[src/rtl/mips_pkg.sv]
// Shared MIPS core definitions: opcodes and fetch FSM states.
package mips_pkg;

    localparam logic [5:0] OP_J   = 6'b000010;
    localparam logic [5:0] OP_JAL = 6'b000011;
    localparam logic [5:0] OP_BEQ = 6'b000100;
    localparam logic [5:0] OP_BNE = 6'b000101;

    typedef enum logic [1:0] {
        IDLE,
        FETCH,
        HOLD
    } fetch_state_t;

endpackage

[src/rtl/ifetch32_if.sv]
// Instruction memory req/ack bus between fetch unit and memory.
interface ifetch32_if;

    logic        imem_req;
    logic [31:0] imem_addr;
    logic        imem_ack;
    logic [31:0] imem_rdata;

    modport master (
        output imem_req,
        output imem_addr,
        input  imem_ack,
        input  imem_rdata
    );

    modport slave (
        input  imem_req,
        input  imem_addr,
        output imem_ack,
        output imem_rdata
    );

endinterface

[src/rtl/ifetch32_npc_calc.sv]
// Next-PC selection: JR, then J/JAL, then taken branch, then sequential.
module npc_calc (
    input  logic [31:0] opcplus4,
    input  logic [25:0] jump_index,
    input  logic [29:0] rs_word,
    input  logic [29:0] imm_word,
    input  logic        Branch,
    input  logic        nBranch,
    input  logic        Jmp,
    input  logic        Jal,
    input  logic        Jrn,
    input  logic        Zero,
    output logic [31:0] next_pc,
    output logic [31:0] next_plus4
);

    logic        taken;
    logic [31:0] br_target;

    assign taken     = (Branch & Zero) | (nBranch & ~Zero);
    assign br_target = opcplus4 + {imm_word, 2'b00};

    always_comb begin
        next_pc = opcplus4;
        priority case (1'b1)
            Jrn:         next_pc = {rs_word, 2'b00};
            Jmp | Jal:   next_pc = {opcplus4[31:28], jump_index, 2'b00};
            taken:       next_pc = br_target;
            default:     next_pc = opcplus4;
        endcase
    end

    assign next_plus4 = next_pc + 32'd4;

endmodule

[src/rtl/ifetch32.sv]
// Instruction fetch unit: PC, req/ack fetch FSM and instruction register.
module ifetch32 #(
    parameter logic [31:0] RESET_PC = 32'h0000_0000
) (
    input  logic        clk,
    input  logic        rst,
    ifetch32_if.master  imem,
    output logic [31:0] Instruction,
    output logic        inst_valid,
    input  logic        advance,
    input  logic        Branch,
    input  logic        nBranch,
    input  logic        Jmp,
    input  logic        Jal,
    input  logic        Jrn,
    input  logic        Zero,
    input  logic [31:0] Sign_extend,
    input  logic [31:0] read_data_1,
    output logic [31:0] PC,
    output logic [31:0] opcplus4
);

    import mips_pkg::*;

    fetch_state_t state, state_d;
    logic [31:0]  next_pc;
    logic [31:0]  next_plus4;
    logic         unused_bits;

    assign unused_bits = ^{read_data_1[1:0], Sign_extend[31:30],
                           Instruction[31:26]};

    npc_calc u_npc (
        .opcplus4   (opcplus4),
        .jump_index (Instruction[25:0]),
        .rs_word    (read_data_1[31:2]),
        .imm_word   (Sign_extend[29:0]),
        .Branch     (Branch),
        .nBranch    (nBranch),
        .Jmp        (Jmp),
        .Jal        (Jal),
        .Jrn        (Jrn),
        .Zero       (Zero),
        .next_pc    (next_pc),
        .next_plus4 (next_plus4)
    );

    always_ff @(posedge clk) begin
        if (rst) state <= IDLE;
        else     state <= state_d;
    end

    // IDLE always lasts one cycle so a stale ack from before reset drains.
    always_comb begin
        state_d       = state;
        imem.imem_req = 1'b0;
        inst_valid    = 1'b0;
        unique case (state)
            IDLE: state_d = FETCH;
            FETCH: begin
                imem.imem_req = 1'b1;
                if (imem.imem_ack) state_d = HOLD;
            end
            HOLD: begin
                inst_valid = 1'b1;
                if (advance) state_d = FETCH;
            end
            default: state_d = IDLE;
        endcase
    end

    assign imem.imem_addr = PC;

    always_ff @(posedge clk) begin
        if (rst) begin
            PC          <= RESET_PC;
            opcplus4    <= RESET_PC + 32'd4;
            Instruction <= '0;
        end else begin
            if (state == FETCH && imem.imem_ack)
                Instruction <= imem.imem_rdata;
            if (state == HOLD && advance) begin
                PC       <= next_pc;
                opcplus4 <= next_plus4;
            end
        end
    end

endmodule

[src/flat_wrapper.sv]
// flat-port wrapper written by rule: the top's interface ports become plain ports
module ifetch32_flat import mips_pkg::*;
#(
    parameter logic [31:0] RESET_PC = 32'h0000_0000
)
  (clk, rst, Instruction, inst_valid, advance, Branch, nBranch, Jmp, Jal, Jrn, Zero, Sign_extend, read_data_1, PC, opcplus4, imem_imem_req, imem_imem_addr, imem_imem_ack, imem_imem_rdata);
  ifetch32_if imem_i ();
  input  logic clk;
  input  logic rst;
  output logic [31:0] Instruction;
  output logic inst_valid;
  input  logic advance;
  input  logic Branch;
  input  logic nBranch;
  input  logic Jmp;
  input  logic Jal;
  input  logic Jrn;
  input  logic Zero;
  input  logic [31:0] Sign_extend;
  input  logic [31:0] read_data_1;
  output logic [31:0] PC;
  output logic [31:0] opcplus4;
  output wire logic [$bits(imem_i.imem_req)-1:0] imem_imem_req;
  output wire logic [$bits(imem_i.imem_addr)-1:0] imem_imem_addr;
  input wire logic [$bits(imem_i.imem_ack)-1:0] imem_imem_ack;
  input wire logic [$bits(imem_i.imem_rdata)-1:0] imem_imem_rdata;
  assign imem_imem_req = imem_i.imem_req;
  assign imem_imem_addr = imem_i.imem_addr;
  assign imem_i.imem_ack = imem_imem_ack;
  assign imem_i.imem_rdata = imem_imem_rdata;
  ifetch32 #(.RESET_PC(RESET_PC)) u_core (.clk(clk), .rst(rst), .imem(imem_i), .Instruction(Instruction), .inst_valid(inst_valid), .advance(advance), .Branch(Branch), .nBranch(nBranch), .Jmp(Jmp), .Jal(Jal), .Jrn(Jrn), .Zero(Zero), .Sign_extend(Sign_extend), .read_data_1(read_data_1), .PC(PC), .opcplus4(opcplus4));
endmodule
[config.mk]
export PLATFORM = sky130hd
export DESIGN_NAME = ifetch32_flat
export DESIGN_NICKNAME = d
export VERILOG_FILES = /design/src/rtl/mips_pkg.sv /design/src/rtl/ifetch32_if.sv /design/src/rtl/ifetch32_npc_calc.sv /design/src/rtl/ifetch32.sv /design/src/flat_wrapper.sv
export SDC_FILE = /design/constraint.sdc
export NUM_CORES = 1
export LEC_CHECK = 0
export CORE_UTILIZATION = 51
export DETAILED_ROUTE_END_ITERATION = 10
export GPL_TIMING_DRIVEN = 0
export MAX_ROUTING_LAYER = met4
export PLACE_DENSITY = 0.88
export SETUP_SLACK_MARGIN = 0.5
export SLEW_MARGIN = 10
export SYNTH_ARGS = -nofsm -noshare
export SYNTH_HDL_FRONTEND = slang
export SYNTH_SLANG_ARGS = --single-unit
[constraint.sdc]
create_clock -name clk -period 7.5 [get_ports clk]
set_clock_uncertainty 0.05 [all_clocks]
set_input_delay 1.125 -clock clk [delete_from_list [all_inputs] [get_ports clk]]
set_output_delay 1.125 -clock clk [all_outputs]
set_load 0.1 [all_outputs]
==> parameters.txt, run 1 <==
Parameter                              Value

STA
  Final Critical Period ... between 5 and 6 ns
  Max Freq ... 193 MHz
  Worst slew margin ... between 30% and 40%
  Setup repair after global routing missed its margin ... false
  Portion of the clock cycle consumed by the worst path in the final layout ... 69.1%
  Max-slew violation count ... 0
  Number of setup violations in the final report ... 0
  Slew at the pin closest to its max-slew limit ... 1.01 ns
  Setup TNS ... 0 ns
  Number of hold-slack violations in the final timing report ... 0

Clocking
  Clock latency at the later pin of the worst-skew pair ... 0.36 ns
  Level count of the clock H-tree ... 3
  Number of buffers on the longest clock path ... 2
  Clock sink total ... 94
  Cells resized by post-CTS repair ... 0
  Post-CTS setup buffer count ... 0
  Clock tree from TritonCTS ... built
  Root buffer cell ... sky130_fd_sc_hd__clkbuf_16
  Clock transition at the register clock pins on the worst setup and hold paths after CTS ... 0.07 ns
  CTS buffer count ... 9
  Number of hold-repair buffers added at the cts stage ... 0

Setup path
  Reg2reg start ... u_core.opcplus4[2]
  Worst endpoint data arrival time ... 5.39 ns
  Endpoint of the most critical register-to-register path ... u_core.opcplus4[31]
  Worst setup SP type ... input port
  Peak fanout along the critical path ... 6
  Critical path class ... in2reg
  Master of the slowest instance on the critical path ... sky130_fd_sc_hd__o31ai_2
  Register-to-register path setup slack ... 3.06 ns
  Most numerous cell on the critical path ... sky130_fd_sc_hd__nor4_1
  Kind of capture point of the worst setup path ... flop
  Largest incremental delay on the critical path ... 0.61 ns
  Worst r2r path cells ... 14
  Chain of cells forming the critical path ... clkdlybuf4s50_1 > ha_1 > inv_1 > fa_1 > nor2b_1 > o2111ai_2 > nand3b_1 > a31oi_1 > nor4_1 > nor4_1 > o31ai_2 > nand4_1 > nor4_1 > xor2_1 > a211oi_1
  WP data required ... between 7 and 8 ns

Finish
  Area added between synthesis and finish ... 39.3%
  Share of layout cells above drive strength 1 ... 7.93%
  Final non-filler cell area ... 9810 sq um
  Layout net count ... about 1300
  Diode insertion count for antenna repair ... 0

Global route
  Global-route wire length before repair ... 42100 microns
  Via count of the first global-routing pass ... about 7900
  Total congestion overflow after global routing ... 0
  Total routing resource utilization after global routing ... 39.3%
  Initial antenna violation count ... 0
  Pin count of the biggest net entering global routing ... 17

Synth
  Most frequent cell after synthesis ... sky130_fd_sc_hd__nand2_1
  Area fraction in and, or, nand and nor cells after synthesis ... between 20% and 30%
  Synth Area in Compound Gates ... 27.4%
  Flip-flop and latch count after synthesis ... between 90 and 100
  Seq/Total Area, Yosys ... a little over a quarter
  Commonest cells in the netlist ... sky130_fd_sc_hd__nand2_1 (168), sky130_fd_sc_hd__a21oi_1 (110), sky130_fd_sc_hd__nor2_1 (100)
  Mux share of post-synthesis cell area ... 1.38%
  Number of synthesized flops with an enable pin ... 0
  Dominant cell type by area after synthesis ... sky130_fd_sc_hd__dfxtp_1
  Portion of synthesized cell area occupied by the leading cell type ... between 20% and 30%
  Mean cell area of the mapped netlist ... 7.30 sq um
  Number of cells produced by synthesis ... 965
  Synth Cell Area ... 7050 sq um
  Post-synthesis share of cell area spent on full adders, half adders and majority gates ... about 5.6%
  Top cells by area in the synthesized netlist ... sky130_fd_sc_hd__dfxtp_1 (27%), sky130_fd_sc_hd__nand2_1 (8.9%), sky130_fd_sc_hd__a21oi_1 (7.8%)
  Count of unique library cells instantiated by Yosys ... 88
  Post-synth top flop ... sky130_fd_sc_hd__dfxtp_1
  Main combinational cell family by area after synthesis ... compound AO/OA/AOI/OAI gates
  Async set-reset flop share out of synthesis ... 0%
  Count of warnings emitted by yosys ... 0
  Parity-gate share of the synthesized area counting xor and xnor cells ... roughly 4%

Worst hold path
  Min-Delay Endpoint ... u_core.Instruction[30]
  Hold WC Path Type ... reg2reg
  Cell depth of the worst min-delay path ... 2
  Hold Path Origin ... u_core.Instruction[30]

Drt
  Via density ... between 6 and 7
  DRC violation total after the first TritonRoute iteration ... 806
  Routed wire length ... 27500 microns
  Post-route DRC ... 0
  Via count of the routed design ... 8493
  Antenna-violating nets left ... 0
  Detailed-routing iteration count for the pre-antenna-repair pass ... 8
  Wirelength per Cell ... 19.9 microns

Place
  Port Buffers ... about 220
  Placement Cell Area ... 9530 sq um
  Global placement routability congestion ... 0.988
  Detailed Place HPWL ... about 22000 microns

Die
  Die span in y ... 120 microns
  Core Box Area ... ~13000 sq um
  Die span in x ... 120 microns
  Cell Rows ... 42
  Initial cell density of the core ... 52.8%
  Boundary Pins ... 236
  Die area ... 14300 sq um

Job
  Max-cap violation count ... 0

Status
  Result of the run ... complete, no violations

Power and ir drop
  Leak pwr ... 3.64 nW
  Largest vdd supply drop ... 0.147 mV
  Pwr per Cell Area ... roughly 150 nW/um^2
## state kept, by name (all words and copies together) (netlist names)
signal and cells:
u_core.PC 30, u_core.opcplus4 30, u_core.state 2, u_core.Instruction 32
## routing by layer
metal	GRT usage, %	vias up	routed length (microns)
li1	-	3883	-
met1	45.3	3956	10700
met2	65.0	532	13000
met3	8.03	122	2360
met4	18.9	0	1440
met5	-	-	0
## worst max path at each step
| stage | start | endpoint | slack (ns) | depth (start not counted) |
|---|---|---|---|---|
| final | Sign_extend[0] | u_core.opcplus4[31] | 2.32 | 15 |
| after global routing | Sign_extend[0] | u_core.opcplus4[31] | 2.18 | 15 |
| after CTS | Sign_extend[0] | u_core.opcplus4[31] | 2.48 | 15 |
| after detailed placement | Sign_extend[0] | u_core.opcplus4[28] | 2.12 | 15 |
| after global placement | Sign_extend[0] | u_core.opcplus4[28] | 2.20 | 15 |
| after floorplan | u_core.opcplus4[2] | u_core.opcplus4[28] | 3.39 | 14 |
## power by group
group | total (mW) | internal [mW] | switching [mW] | leakage, nW
Sequential | 0.534 | 0.514 | 0.0197 | 0.762
Combinational | 0.470 | 0.153 | 0.318 | 2.73
Clock | 0.448 | 0.238 | 0.209 | 0.142
Total | 1.45 | 0.905 | 0.547 | 3.64
## final cells by class
cell class                 count  area [sq um]
fill                        1102          3530
sequential                    94          1880
multi-input combinational    769          4620
inverter                      14          52.6
clock buffer                  11           243
tap                          176           220
clock inverter                 5          42.5
timing repair buffer         224          2240
buffer                        93           510
## per-stage QoR
step / hold slack, ns / instances / setup WS, ns / power [mW] / utilization (%)
floorplan: 0.455 / 970 / 3.39 / 0.853 / -
global placement: 0.392 / 1370 / 2.20 / 1.00 / 71.4
detailed placement: 0.398 / 1370 / 2.12 / 1.01 / 71.4
CTS: 0.407 / 1386 / 2.48 / 1.44 / 73.5
global route: 0.432 / 1386 / 2.18 / 1.50 / 73.5
finish: 0.406 / 1386 / 2.32 / 1.45 / 73.5
## cell usage in the layout (no fill, tap or decap), types with 7 or more instances in the layout
| cell | instances |
|---|---|
| sky130_fd_sc_hd__nor3_1 | 22 |
| sky130_fd_sc_hd__a31oi_1 | 9 |
| sky130_fd_sc_hd__xor2_1 | 14 |
| sky130_fd_sc_hd__dfxtp_1 | 94 |
| sky130_fd_sc_hd__a21oi_1 | 110 |
| sky130_fd_sc_hd__nand4_1 | 9 |
| sky130_fd_sc_hd__o21a_1 | 16 |
| sky130_fd_sc_hd__ha_1 | 30 |
| sky130_fd_sc_hd__nand3_1 | 26 |
| sky130_fd_sc_hd__nand2_1 | 168 |
| sky130_fd_sc_hd__nor2b_1 | 13 |
| sky130_fd_sc_hd__clkdlybuf4s50_1 | 224 |
| sky130_fd_sc_hd__clkbuf_1 | 38 |
| sky130_fd_sc_hd__nor2_1 | 100 |
| sky130_fd_sc_hd__o31ai_1 | 8 |
| sky130_fd_sc_hd__buf_4 | 36 |
| sky130_fd_sc_hd__and2_1 | 8 |
| sky130_fd_sc_hd__o21ai_0 | 36 |
| sky130_fd_sc_hd__a22oi_1 | 10 |
| sky130_fd_sc_hd__xnor2_1 | 18 |
| sky130_fd_sc_hd__o211ai_1 | 7 |
| sky130_fd_sc_hd__inv_1 | 14 |
| sky130_fd_sc_hd__buf_2 | 15 |
| sky130_fd_sc_hd__a21o_1 | 15 |
| sky130_fd_sc_hd__clkbuf_16 | 9 |
| sky130_fd_sc_hd__a211oi_1 | 24 |
## critical path, delay by kind of cell
kind	cells	cell delay [ns]
AND/OR/NAND/NOR	6	1.75
buffers and inverters	2	0.53
AO/OA/AOI/OAI	4	1.22
adder cells (fa/ha/maj)	2	0.64
XOR/XNOR	1	0.12
## cells by family after synthesis
logic type	count (synthesis)
xor gates and xnor gates	32
other	1
muxes	9
AOI/OAI and AO/OA	289
DFF	94
buffers and inverters	107
adders and majority gates	31
and+or+nand+nor	402
(Power assumes the default switching activity.)
==> run 2: changes to the inputs <==
--- a/config.mk
+++ b/config.mk
@@ -5,11 +5,11 @@
 export SDC_FILE = /design/constraint.sdc
 export NUM_CORES = 1
 export LEC_CHECK = 0
-export CORE_UTILIZATION = 51
+export CORE_UTILIZATION = 47
 export DETAILED_ROUTE_END_ITERATION = 10
 export GPL_TIMING_DRIVEN = 0
 export MAX_ROUTING_LAYER = met4
-export PLACE_DENSITY = 0.88
+export PLACE_DENSITY = 0.82
 export SETUP_SLACK_MARGIN = 0.5
 export SLEW_MARGIN = 10
 export SYNTH_ARGS = -nofsm -noshare
==> constraint.sdc (replaced) <==
create_clock -name clk -period 4.8 [get_ports clk]
set_clock_uncertainty 0.05 [all_clocks]
set_input_delay 0.72 -clock clk [delete_from_list [all_inputs] [get_ports clk]]
set_output_delay 0.72 -clock clk [all_outputs]
set_load 0.1 [all_outputs]
==> parameters.txt, run 2 (synthesis gave the netlist of run 1 again) <==
Parameter                              Value

STA
  Final Critical Period ... 4.22 ns
  Portion of the clock cycle consumed by the worst path in the final layout ... 87.8%
  Slew at the pin closest to its max-slew limit ... 1.02 ns
  Number of setup violations in the final report ... 0
  Max Freq ... roughly 240 MHz
  Worst Hold Slack ... between 0.4 and 0.5 ns
  Number of hold-slack violations in the final timing report ... 0
  Smallest setup slack after layout ... 0.584 ns
  Worst slew margin ... a little under a third
  Max-slew violation count ... 0
  Setup repair after global routing missed its margin ... true

Global route
  Via count of the first global-routing pass ... between 7000 and 8000
  Initial antenna violation count ... 0
  Total routing resource utilization after global routing ... 35.2%
  Total congestion overflow after global routing ... 0
  Pin count of the biggest net entering global routing ... 17
  Global-route wire length before repair ... 41900 microns

Setup path
  Worst r2r path cells ... 14
  Endpoint of the most critical register-to-register path ... u_core.opcplus4[28]
  Worst setup SP type ... input port
  Worst Setup EP ... u_core.opcplus4[28]
  Critical path class ... in2reg
  WP data required ... roughly 5.0 ns
  Register-to-register path setup slack ... roughly 0.96 ns
  Worst endpoint data arrival time ... 4.39 ns
  Reg2reg start ... u_core.opcplus4[11]
  Worst setup path startpoint ... Sign_extend[1]
  Peak fanout along the critical path ... 6
  Kind of capture point of the worst setup path ... flop

Drt
  Detailed-routing iteration count for the pre-antenna-repair pass ... 5
  Post-route DRC ... 0
  Via count of the routed design ... 8341
  Via density ... 5.96
  Antenna-violating nets left ... 0
  DRC violation total after the first TritonRoute iteration ... 677
  Routed wire length ... 26900 microns
  Wirelength per Cell ... just under 20 microns

Die
  Initial cell density of the core ... approximately half
  Die area ... 15500 sq um
  Boundary Pins ... 236
  Core Box Area ... approximately 15000 sq um
  Die span in x ... 124 microns
  Die span in y ... 124 microns
  Cell Rows ... 44

Finish
  Largest register by flop count ... u_core.Instruction
  Share of layout cells above drive strength 1 ... 9.63%
  Post-layout util ... 68.5%
  Diode insertion count for antenna repair ... 0
  Finished Layout Cells ... roughly 1400
  Largest regs ... u_core.Instruction: 32 flops, u_core.PC: 30 flops, u_core.opcplus4: 30 flops
  Max reg flops ... 32
  Most common cell after layout, fill and taps aside ... sky130_fd_sc_hd__clkdlybuf4s50_1
  Most frequent cells in the layout ... sky130_fd_sc_hd__clkdlybuf4s50_1 (224), sky130_fd_sc_hd__nand2_1 (168), sky130_fd_sc_hd__a21oi_1 (110)
  Layout net count ... roughly 1300
  Area added between synthesis and finish ... 41.8%

Clocking
  Number of hold-repair buffers added at the cts stage ... 0
  Root buffer cell ... sky130_fd_sc_hd__clkbuf_16
  Clock tree from TritonCTS ... built
  Level count of the clock H-tree ... 3
  CTS buffer count ... 9
  Clock latency at the later pin of the worst-skew pair ... 0.36 ns
  Number of buffers on the longest clock path ... 2
  Clock sink total ... 94
  Clock transition at the register clock pins on the worst setup and hold paths after CTS ... 0.07 ns

Place
  Placed cell count ... 1378
  Port Buffers ... 224
  Detailed Place HPWL ... 21400 microns
  Setup Slack @ Placement ... -0.161 ns
  Global placement routability congestion ... 1.00

Power and ir drop
  Largest vdd supply drop ... 0.222 mV
  Power, Total ... 2.37 mW
  Leak pwr ... 3.71 nW
  Pwr per Cell Area ... 238 nW/um^2

Worst hold path
  Hold WC Path Type ... reg2reg

Job
  Max-cap violation count ... 0

Status
  Result of the run ... complete, no violations
## run 2: cell types whose count changed in the layout (fill, tap and decap cells not counted), moves of 2 or more
cell / delta
sky130_fd_sc_hd__clkbuf_2: +2
sky130_fd_sc_hd__bufinv_16: +2
sky130_fd_sc_hd__inv_6: +2
sky130_fd_sc_hd__buf_4: +5
sky130_fd_sc_hd__o221ai_2: +3
sky130_fd_sc_hd__nor4_2: +2
sky130_fd_sc_hd__a31oi_1: -2
sky130_fd_sc_hd__a31oi_2: +2
sky130_fd_sc_hd__nor4_1: -2
sky130_fd_sc_hd__clkinv_4: -2
sky130_fd_sc_hd__o221ai_1: -3
sky130_fd_sc_hd__clkbuf_1: -3
## run 2: timing repair
action / CTS / global route
resized for setup: 2 / 18
pin swaps: 2 / 1
buffers inserted: 3 / 2
endpoints found under the setup margin: 9 / 16
## run 2: worst min-delay path by stage
| stage | start | end | slack [ns] | cells past startpoint |
|---|---|---|---|---|
| after floorplan | u_core.state[0] | u_core.state[0] | 0.46 | 2 |
| after global placement | u_core.Instruction[29] | u_core.Instruction[29] | 0.39 | 2 |
| after detailed placement | u_core.Instruction[28] | u_core.Instruction[28] | 0.40 | 2 |
| after CTS | u_core.Instruction[26] | u_core.Instruction[26] | 0.41 | 2 |
| after global routing | u_core.Instruction[26] | u_core.Instruction[26] | 0.43 | 2 |
| final | u_core.Instruction[26] | u_core.Instruction[26] | 0.40 | 2 |
## run 2: metal layers
layer	vias to the layer above	global-route usage, %	part of all wire [%]
met3	101	6.70	8.4
met1	3849	42.8	41
met2	480	56.2	46
li1	3911	-	-
met4	0	16.7	5.3
met5	-	-	0
## run 2: where the power goes
part | internal [mW] | switching, mW
combinational | 0.243 | 0.499
sequential | 0.804 | 0.0300
clock | 0.475 | 0.323
## run 2: final cells by class
class                           instances  area (sq um)
Clock inverter                          6          91.3
Sequential cell                        94          1880
Buffer                                 93           513
Multi-Input combinational cell        769          4700
Fill cell                            1262          4600
Inverter                               14          52.6
Timing Repair Buffer                  229          2280
Clock buffer                           10           239
Tap cell                              184           230
## run 2: per-stage QoR
step	area (sq um)	setup TNS, ns
after floorplan	7070	0
after global placement	9540	-0.346
after detailed placement	9540	-0.380
after CTS	9900	0
after global routing	9990	0
final	9990	0
## run 2: critical path, stage by stage
cell	delay [ns]
sky130_fd_sc_hd__clkdlybuf4s50_1	0.42
sky130_fd_sc_hd__ha_1	0.30
sky130_fd_sc_hd__a21oi_1	0.37
sky130_fd_sc_hd__o2111ai_2	0.24
sky130_fd_sc_hd__nand3_4	0.19
sky130_fd_sc_hd__a211oi_4	0.10
sky130_fd_sc_hd__nor3b_1	0.33
sky130_fd_sc_hd__mux2_2	0.37
sky130_fd_sc_hd__nand3_1	0.30
sky130_fd_sc_hd__nand4_1	0.19
sky130_fd_sc_hd__buf_4	0.20
sky130_fd_sc_hd__or4_1	0.48
sky130_fd_sc_hd__nand3_1	0.10
sky130_fd_sc_hd__a21oi_1	0.07
==> run 3: changes to the inputs <==
--- a/config.mk
+++ b/config.mk
@@ -5,7 +5,8 @@
 export SDC_FILE = /design/constraint.sdc
 export NUM_CORES = 1
 export LEC_CHECK = 0
-export CORE_UTILIZATION = 47
+export ABC_AREA = 1
+export CORE_UTILIZATION = 49
 export DETAILED_ROUTE_END_ITERATION = 10
 export GPL_TIMING_DRIVEN = 0
 export MAX_ROUTING_LAYER = met4
==> parameters.txt, run 3 <==
Parameter                              Value

Status
  Result of the run ... complete, no violations

Finish
  Sequential cell area ... 1880 sq um
  Most frequent cells in the layout ... sky130_fd_sc_hd__nand2_1 (406), sky130_fd_sc_hd__clkdlybuf4s50_1 (224), sky130_fd_sc_hd__inv_1 (215)
  Max reg flops ... 32
  Largest regs ... u_core.Instruction: 32 flops, u_core.PC: 30 flops, u_core.opcplus4: 30 flops
  Area added between synthesis and finish ... 35.1%
  Most common cell after layout, fill and taps aside ... sky130_fd_sc_hd__nand2_1
  Final non-filler cell area ... around 11000 sq um
  Count of fill cells added during filler insertion ... 1456
  Multi-input logic area ... 4840 sq um
  Finished Layout Cells ... 1823
  Post-layout util ... 68.0%
  Share of layout cells above drive strength 1 ... 9.15%
  Largest register by flop count ... u_core.Instruction
  Diode insertion count for antenna repair ... 0
  Layout net count ... 1739

Power and ir drop
  Switching Fraction ... 42.0%
  Net switching power of the design ... 1.05 mW
  Sequential fraction of design power ... 33.7%
  Pwr per Cell Area ... 231 nW/um^2
  Internal power ... 1.45 mW
  Leak pwr ... 5.25 nW
  Proportion of power drawn by combinational gates ... 37.4%
  Clock network power share ... 28.9%
  Largest vdd supply drop ... 0.195 mV
  Power, Total ... 2.50 mW

Die
  Die area ... ~17000 sq um
  Die span in y ... ~130 microns
  Initial cell density of the core ... 50.3%
  Cell Rows ... 46
  Die span in x ... 130 microns
  Core Box Area ... 15900 sq um
  Boundary Pins ... 236

Synth
  Flip-flop and latch count after synthesis ... 94
  Top cells by area in the synthesized netlist ... sky130_fd_sc_hd__dfxtp_1 (23%), sky130_fd_sc_hd__nand2_1 (19%), sky130_fd_sc_hd__inv_1 (10%)
  Most frequent cell after synthesis ... sky130_fd_sc_hd__nand2_1
  Async set-reset flop share out of synthesis ... 0%
  Count of unique library cells instantiated by Yosys ... 42
  Portion of synthesized cell area occupied by the leading cell type ... 23.5%
  Post-synth top flop ... sky130_fd_sc_hd__dfxtp_1
  Dominant cell type by area after synthesis ... sky130_fd_sc_hd__dfxtp_1
  Synth Cell Area ... around 8000 sq um
  Seq/Total Area, Yosys ... 23.5%
  Number of synthesized flops with an enable pin ... 0
  Count of warnings emitted by yosys ... 0
  Commonest cells in the netlist ... sky130_fd_sc_hd__nand2_1 (406), sky130_fd_sc_hd__inv_1 (215), sky130_fd_sc_hd__a21oi_1 (117)
  Number of cells produced by synthesis ... 1362
  Mean cell area of the mapped netlist ... 5.89 sq um

STA
  Max Freq ... 246 MHz
  Number of hold-slack violations in the final timing report ... 0
  Max-slew violation count ... 0
  Number of setup violations in the final report ... 0
  Final Critical Period ... 4.06 ns
  Worst slew margin ... 32.1%
  Portion of the clock cycle consumed by the worst path in the final layout ... 84.7%
  Slew at the pin closest to its max-slew limit ... 1.02 ns
  Setup TNS ... 0 ns
  Setup repair after global routing missed its margin ... false

Clocking
  Clock latency at the later pin of the worst-skew pair ... around 0.35 ns
  Root buffer cell ... sky130_fd_sc_hd__clkbuf_16
  Clock tree from TritonCTS ... built
  Number of hold-repair buffers added at the cts stage ... 0
  Number of buffers on the longest clock path ... 2
  Clock sink total ... 94
  Cells resized by post-CTS repair ... 0
  CTS buffer count ... 9
  Post-CTS setup buffer count ... 0
  Clock transition at the register clock pins on the worst setup and hold paths after CTS ... 0.07 ns
  Level count of the clock H-tree ... 3

Global route
  Total routing resource utilization after global routing ... 38.4%
  Total congestion overflow after global routing ... 0
  Pin count of the biggest net entering global routing ... 19
  Via count of the first global-routing pass ... 9284
  Initial antenna violation count ... 0
  Global-route wire length before repair ... 47300 microns

Drt
  Via density ... 5.33
  Via count of the routed design ... 9711
  Routed wire length ... 31400 microns
  DRC violation total after the first TritonRoute iteration ... 950
  Post-route DRC ... 0
  Detailed-routing iteration count for the pre-antenna-repair pass ... 5
  Antenna-violating nets left ... 0
  Wirelength per Cell ... 17.2 microns

Setup path
  Peak fanout along the critical path ... 5
  Kind of capture point of the worst setup path ... flop
  WP data required ... around 5.0 ns
  Worst setup SP type ... input port
  Critical path class ... in2reg
  Worst endpoint data arrival time ... approximately 4.3 ns

Place
  Placed cell count ... 1807
  Detailed Place HPWL ... 25700 microns
  Placement Cell Area ... 10600 sq um
  Port Buffers ... roughly 220
  Global placement routability congestion ... 1.00

Worst hold path
  Hold WC Path Type ... reg2reg

Job
  Max-cap violation count ... 0
-- run 3: changes by cell type after synthesis, sizes merged, moves of 13 or more --
cell,change
a211oi,-23
o21a,-13
nand4,+14
inv,+208
nand2,+267
nand3,+82
nor2b,-13
nor3,-16
xnor2,-17
o21ai,+19
-- run 3: through the flow --
stage	hold slack [ns]	setup WS, ns
6_report	0.416	0.737
5_1_grt	0.439	0.552
4_1_cts	0.418	0.868
3_5_place_dp	0.406	0.500
3_3_place_gp	0.399	0.522
2_1_floorplan	0.448	1.26
-- run 3: path summary, 6_finish.rpt --
path | cells past startpoint | start | slack [ns] | end
setup / recovery | 23 | Sign_extend[0] | 0.74 | u_core.opcplus4[27]
hold / removal | 2 | u_core.Instruction[28] | 0.42 | u_core.Instruction[28]
setup reg to reg | 22 | u_core.opcplus4[2] | 1.12 | u_core.opcplus4[27]
hold reg to reg | 2 | u_core.Instruction[28] | 0.42 | u_core.Instruction[28]
-- run 3: logic make-up (layout without fill, tap and decap cells) --
logic type,count (synthesis),after routing,share of synthesized area (%)
AO/OA/AOI/OAI,220,220,15.3
XOR/XNOR,5,5,0.546
adder cells (fa/ha/maj),31,31,4.93
buffers and inverters,305,545,16.4
flip-flops,94,94,23.5
other,1,6,0.0468
AND/OR/NAND/NOR,706,706,39.3
-- run 3: critical path, stage by stage --
cell and delay, ns:
sky130_fd_sc_hd__clkdlybuf4s50_1 0.46, sky130_fd_sc_hd__ha_1 0.28, sky130_fd_sc_hd__inv_1 0.08, sky130_fd_sc_hd__fa_1 0.39
sky130_fd_sc_hd__inv_1 0.15, sky130_fd_sc_hd__nand2_1 0.09, sky130_fd_sc_hd__nand2_1 0.12, sky130_fd_sc_hd__nand3_1 0.10
sky130_fd_sc_hd__nand2_1 0.15, sky130_fd_sc_hd__nand2_1 0.09, sky130_fd_sc_hd__nand3b_1 0.09, sky130_fd_sc_hd__nand3_1 0.17
sky130_fd_sc_hd__nand2_1 0.18, sky130_fd_sc_hd__nand2_1 0.06, sky130_fd_sc_hd__nand2_1 0.16, sky130_fd_sc_hd__nand2_1 0.17
sky130_fd_sc_hd__nor2_1 0.24, sky130_fd_sc_hd__and2_1 0.21, sky130_fd_sc_hd__nand4_1 0.08, sky130_fd_sc_hd__nand2_1 0.08
sky130_fd_sc_hd__nand3_1 0.07, sky130_fd_sc_hd__nand2_1 0.08, sky130_fd_sc_hd__inv_1 0.03
-- run 3: routing by layer --
| metal | GRT usage, % | up-vias | share of wire, % |
|---|---|---|---|
| li1 | - | 4754 | - |
| met1 | 45.1 | 4396 | 40 |
| met2 | 65.9 | 491 | 48 |
| met3 | 4.72 | 70 | 8.1 |
| met4 | 16.8 | 0 | 3.6 |
| met5 | - | - | 0 |
-- run 3: layout make-up --
| class | instances | share of cell area [%] |
|---|---|---|
| inverter | 223 | 7.72 |
| timing repair buffer | 224 | 20.7 |
| buffer | 82 | 4.40 |
| clock buffer | 9 | 2.08 |
| multi-input combinational | 968 | 44.7 |
| tap | 216 | 2.49 |
| clock inverter | 7 | 0.566 |
| sequential | 94 | 17.4 |
-- run 3: power by group through the flow --
| stage | clock (mW) | combinational, mW | sequential (mW) |
|---|---|---|---|
| global route | 0.747 | 0.990 | 0.846 |
| finish | 0.722 | 0.936 | 0.843 |
| detailed placement | 0 | 0.920 | 0.860 |
| global placement | 0 | 0.912 | 0.858 |
| floorplan | 0 | 0.414 | 1.08 |
| CTS | 0.718 | 0.924 | 0.842 |
